$ cat src/rtl/s208_state_ctr.sv
`default_nettype none
// ============================================================================
//  Module      : s208_state_ctr
//  Description : s208 state holder. Eight state bits Y_1..Y_8 advanced as an
//                8-bit up-counter with synchronous Clear, registered
//                terminal-count and wrap flags, and a valid/ready snapshot
//                port with a sticky overrun flag.
//  Revision    : 1.0 - initial release
// ============================================================================
module s208_state_ctr #(
  parameter int                WIDTH    = 8,      // only 8 maps onto Y_1..Y_8
  parameter logic [WIDTH-1:0]  TC_VALUE = 8'hFF
) (
  input  logic             CK,
  input  logic             Reset,
  input  logic             Clear,
  input  logic             Enable,
  output logic             Y_1,
  output logic             Y_2,
  output logic             Y_3,
  output logic             Y_4,
  output logic             Y_5,
  output logic             Y_6,
  output logic             Y_7,
  output logic             Y_8,
  output logic             tc,
  output logic             wrap,
  input  logic             snap_req,
  output logic             snap_valid,
  input  logic             snap_ready,
  output logic [WIDTH-1:0] snap_data,
  output logic             snap_overrun
);

  typedef enum logic [0:0] {
    ST_IDLE = 1'b0,
    ST_HOLD = 1'b1
  } snap_state_t;

  logic [1:0]       r_sync_q;
  logic             w_run;

  logic [WIDTH-1:0] r_cnt_q;
  logic [WIDTH-1:0] w_cnt_d;
  logic [WIDTH:0]   w_sum;
  logic             r_tc_q;
  logic             w_tc_d;
  logic             r_wrap_q;
  logic             w_wrap_d;

  snap_state_t      r_state_q;
  snap_state_t      w_state_d;
  logic [WIDTH-1:0] r_data_q;
  logic [WIDTH-1:0] w_data_d;
  logic             r_ovr_q;
  logic             w_ovr_d;

  // Reset deassertion synchroniser; assertion stays asynchronous.
  always_ff @(posedge CK or posedge Reset) begin
    if (Reset) begin
      r_sync_q <= 2'b00;
    end else begin
      r_sync_q <= {r_sync_q[0], 1'b1};
    end
  end

  // The datapath is released as soon as the first stage has seen the
  // deassertion, so the first state change lands on the 2nd edge.
  assign w_run = (r_sync_q != 2'b00);

  // Counter next state: Clear beats Enable; carry out of the MSB is the wrap.
  always_comb begin
    w_sum    = {1'b0, r_cnt_q} + {{WIDTH{1'b0}}, 1'b1};
    w_cnt_d  = r_cnt_q;
    w_wrap_d = 1'b0;
    w_tc_d   = (r_cnt_q == TC_VALUE) && !Clear;
    if (Clear) begin
      w_cnt_d = '0;
    end else if (Enable) begin
      w_cnt_d  = w_sum[WIDTH-1:0];
      w_wrap_d = w_sum[WIDTH];
    end
  end

  // Counter, terminal-count and wrap registers.
  always_ff @(posedge CK or posedge Reset) begin
    if (Reset) begin
      r_cnt_q  <= '0;
      r_tc_q   <= 1'b0;
      r_wrap_q <= 1'b0;
    end else if (w_run) begin
      r_cnt_q  <= w_cnt_d;
      r_tc_q   <= w_tc_d;
      r_wrap_q <= w_wrap_d;
    end
  end

  // Snapshot FSM next state: capture the pre-update count; a request that
  // arrives while holding unaccepted data is dropped and flagged.
  always_comb begin
    w_state_d = r_state_q;
    w_data_d  = r_data_q;
    w_ovr_d   = r_ovr_q;
    case (r_state_q)
      ST_IDLE: begin
        if (snap_req) begin
          w_data_d  = r_cnt_q;
          w_state_d = ST_HOLD;
        end
      end
      ST_HOLD: begin
        if (snap_ready && snap_req) begin
          w_data_d = r_cnt_q;
        end else if (snap_ready) begin
          w_state_d = ST_IDLE;
        end else if (snap_req) begin
          w_ovr_d = 1'b1;
        end
      end
      default: begin
        w_state_d = ST_IDLE;
      end
    endcase
  end

  // Snapshot FSM state, captured data and sticky overrun registers.
  always_ff @(posedge CK or posedge Reset) begin
    if (Reset) begin
      r_state_q <= ST_IDLE;
      r_data_q  <= '0;
      r_ovr_q   <= 1'b0;
    end else if (w_run) begin
      r_state_q <= w_state_d;
      r_data_q  <= w_data_d;
      r_ovr_q   <= w_ovr_d;
    end
  end

  assign Y_1          = r_cnt_q[0];
  assign Y_2          = r_cnt_q[1];
  assign Y_3          = r_cnt_q[2];
  assign Y_4          = r_cnt_q[3];
  assign Y_5          = r_cnt_q[4];
  assign Y_6          = r_cnt_q[5];
  assign Y_7          = r_cnt_q[6];
  assign Y_8          = r_cnt_q[7];
  assign tc           = r_tc_q;
  assign wrap         = r_wrap_q;
  assign snap_valid   = (r_state_q == ST_HOLD);
  assign snap_data    = r_data_q;
  assign snap_overrun = r_ovr_q;

endmodule
`default_nettype wire
$ cat config.mk
export PLATFORM = sky130hd
export DESIGN_NAME = s208_state_ctr
export DESIGN_NICKNAME = d
export VERILOG_FILES = /design/src/rtl/s208_state_ctr.sv
export SDC_FILE = /design/constraint.sdc
export NUM_CORES = 1
export LEC_CHECK = 0
export CAP_MARGIN = 0
export CORE_UTILIZATION = 41
export DETAILED_ROUTE_END_ITERATION = 8
export PLACE_DENSITY = 0.72
export SYNTH_ARGS = -nofsm -noshare
export SYNTH_HDL_FRONTEND = slang
export SYNTH_SLANG_ARGS = --single-unit
$ cat constraint.sdc
create_clock -name CK -period 1.3 [get_ports CK]
set_clock_uncertainty 0.05 [all_clocks]
set_input_delay 0.13 -clock CK [delete_from_list [all_inputs] [get_ports CK]]
set_output_delay 0.13 -clock CK [all_outputs]
set_load 0.1 [all_outputs]
==> impl_metrics.tcl <==
set metrics [dict create \
    required_ns 1.44 \
    cp-start-kind "register" \
    ctsHoldBuffers 0 \
    yosys_register_bits 22 \
    syn_area_per_cell_sq_um 12.2 \
    fin_ws_ns -0.166 \
    coreArea_sq_mm 0.00219 \
    syn_to_final_growth_pct 90.2 \
    drt-initial-drc-count 9 \
    crit_fanout 4 \
    fmax_mhz 682 \
    start_util_pct 43.3 \
    drt_wl_total_um 2910 \
    ant_nets 0 \
    wire_per_inst_um 18.9 \
    r2r_setup_slack_ns -0.17 \
    yosysTopAreaCell "dfrtp_1" \
    gp_congestion 0.823 \
    period_minus_slack_ns 1.47 \
    die_height_um 50.1 \
    grt_max_degree 23 \
    num_vias 861 \
    holdWs_ns 0.0928 \
    cap_violations 0 \
    grt_pass1_wl_um 4410 \
    place.detailed.hpwl_um 1800 \
    violations "setup timing" \
    synth_fp_nets 85 \
    yosys_warnings 0 \
    nets 134 \
    worstPathArrival_ns 1.61 \
    placed_cell_area_sq_mm 0.00164 \
    grt_use_total_pct 25.4 \
    die_x_um 50.1 \
    slew_viol_final 0 \
    ys_types 31 \
    async_reset_ff_share_pct 100 \
    endpoint_kind "register" \
    hold_violations 0 \
    cts_tree "done" \
    dpl.cell_count 146 \
    clkTransAtPathRegs_ns 0.12 \
    grt_pass1_vias 914 \
    h-tree-depth 1 \
    grt_overflow 0 \
    ys.flop_type "dfrtp_1" \
    synth_area_sq_um 950 \
    die-area_sq_mm 0.00251 \
    synth_top_area_share_pct 58.0 \
    pwr_density_cell_mw_per_mm2 1050 \
    synth_edf_count 0 \
    ff2ff_path_depth 4 \
    drive_gt1_share_pct 59.5 \
    firstDrtPassIters 4 \
    reg2reg_from "r_sync_q[0]" \
    cts_buffer_depth 2 \
    p_leak_nw 0.771 \
    synthTopCellsByArea "dfrtp_1 58%, mux2_1 11%, a21boi_1 2.4%" \
    path_class "register to register" \
    cts_inserted_buffers 3 \
    worstSkewPairLatency_ns 0.31 \
    num_antenna_cells 0 \
    status "complete, but fails checks" \
    rsz0062_at_grt "yes" \
    antenna_found_initial 0 \
    power_mw 1.90 \
    synth_common_cells "22 x dfrtp_1, 9 x mux2_1, 6 x nand2_1, 4 x inv_1" \
    cts.sinks 22 \
    rr_endpoint "r_cnt_q[7]" \
    yosysMostFrequentCell "dfrtp_1" \
    fin_area_sq_mm 0.00181 \
    ys_seq_area_share_pct 58.0 \
    fin_crit_sh_pct 113 \
    viasPerCell 5.59 \
    postSynthCellCount 78 \
    hold_path.class "primary input to async pin" \
    row_count 17 \
    cts_root_buffer "clkbuf_4" \
    io-pin-count 26 \
    fin_cells 154 \
    setup_viol 21 \
    numPortBuffers 25 \
    max-vdd-ir-drop_mv 1.13 \
    remaining_drc_errors 0 \
]
==> report_power, final <==
group          switching (mW)  internal (mW)  leakage [nW]
registers              0.0680          0.737         0.273
logic                   0.415          0.295         0.477
clock network           0.217          0.171        0.0210
==> flip-flops by register name (all words and copies together) (netlist names) <==
signal	count
r_cnt_q	8
r_sync_q	2
snap_data	8
snap_overrun	1
snap_valid	1
tc	1
wrap	1
==> how the worst max path moves through the flow <==
stage	endpoint	start	slack, ns	cells past startpoint
finish	r_cnt_q[7]	r_sync_q[0]	-0.17	4
CTS	r_cnt_q[6]	r_cnt_q[1]	-0.1	4
global route	r_cnt_q[7]	r_cnt_q[3]	-0.17	3
global placement	r_cnt_q[3]	Enable	-0.27	5
detailed placement	r_cnt_q[6]	Enable	-0.33	4
floorplan	r_cnt_q[6]	r_cnt_q[0]	-0.23	4
==> routing by layer <==
| layer | track usage (%) | share of wire (%) | wire length, um | vias up |
|---|---|---|---|---|
| met3 | 4.94 | 5.6 | 164 | 8 |
| li1 | - | - | - | 387 |
| met4 | 18.1 | 3.3 | 96 | 0 |
| met2 | 42.2 | 52 | 1520 | 43 |
| met5 | 0 | 0 | 0 | - |
| met1 | 28.8 | 39 | 1130 | 423 |
==> cells in the final DEF, fill, tap and decap left out, drive strengths merged <==
| cell type | count |
|---|---|
| mux2 | 9 |
| o41ai | 2 |
| conb | 1 |
| o31ai | 2 |
| nand3 | 2 |
| nor4 | 1 |
| dfrtp | 22 |
| nor2 | 1 |
| o221ai | 1 |
| buf | 40 |
| xnor2 | 1 |
| a22o | 1 |
| and2 | 1 |
| ha | 1 |
| a21boi | 3 |
| clkbuf | 4 |
| o21ai | 5 |
| or4 | 2 |
| o311ai | 2 |
| a21o | 1 |
| nor2b | 1 |
| nand4 | 1 |
| o22ai | 1 |
| clkdlybuf4s50 | 5 |
| nor3 | 1 |
| nand2 | 6 |
| nand2b | 2 |
| inv | 4 |
| a21oi | 1 |
| o21bai | 1 |
| or3 | 1 |
==> repair_timing <==
item	in CTS	in global routing
resized for setup	16	7
endpoints found under the setup margin	23	23
pin swaps	5	1
setup buffers	5	1
==> worst max-delay path, stage by stage, from the launching register on <==
cell,delay (ns)
dfrtp_2,0.50
o22ai_4,0.12
buf_4,0.15
o311ai_0,0.37
o41ai_1,0.15
==> through the flow <==
stage | utilization (%) | setup slack (ns) | setup TNS (ns)
5_1_grt | 82.5 | -0.174 | -1.85
6_report | 82.5 | -0.166 | -1.21
3_3_place_gp | 75.0 | -0.269 | -3.06
2_1_floorplan | - | -0.232 | -2.23
3_5_place_dp | 75.0 | -0.333 | -3.79
4_1_cts | 81.0 | -0.0971 | -0.636
==> cell families (layout without fill, tap and decap cells) <==
group                      after synthesis  count (layout)  synth area share [%]
muxes                                    9               9                  10.7
and+or+nand+nor                         19              19                  10.5
buffers and inverters                    5              53                  2.11
DFF                                     22              22                  58.0
xor gates and xnor gates                 1               1                 0.922
AOI/OAI and AO/OA                       20              20                  16.1
adders and majority gates                1               1                  1.32
other                                    1               1                 0.395
==> area by class of cell <==
cell class | instances | area (sq um)
multi-input combinational | 51 | 507
fill | 116 | 384
sequential | 22 | 582
timing repair buffer | 45 | 632
clock buffer | 4 | 36.3
tap | 28 | 35.0
inverter | 4 | 15.0
Note: power is estimated with default switching activity, not from simulation.
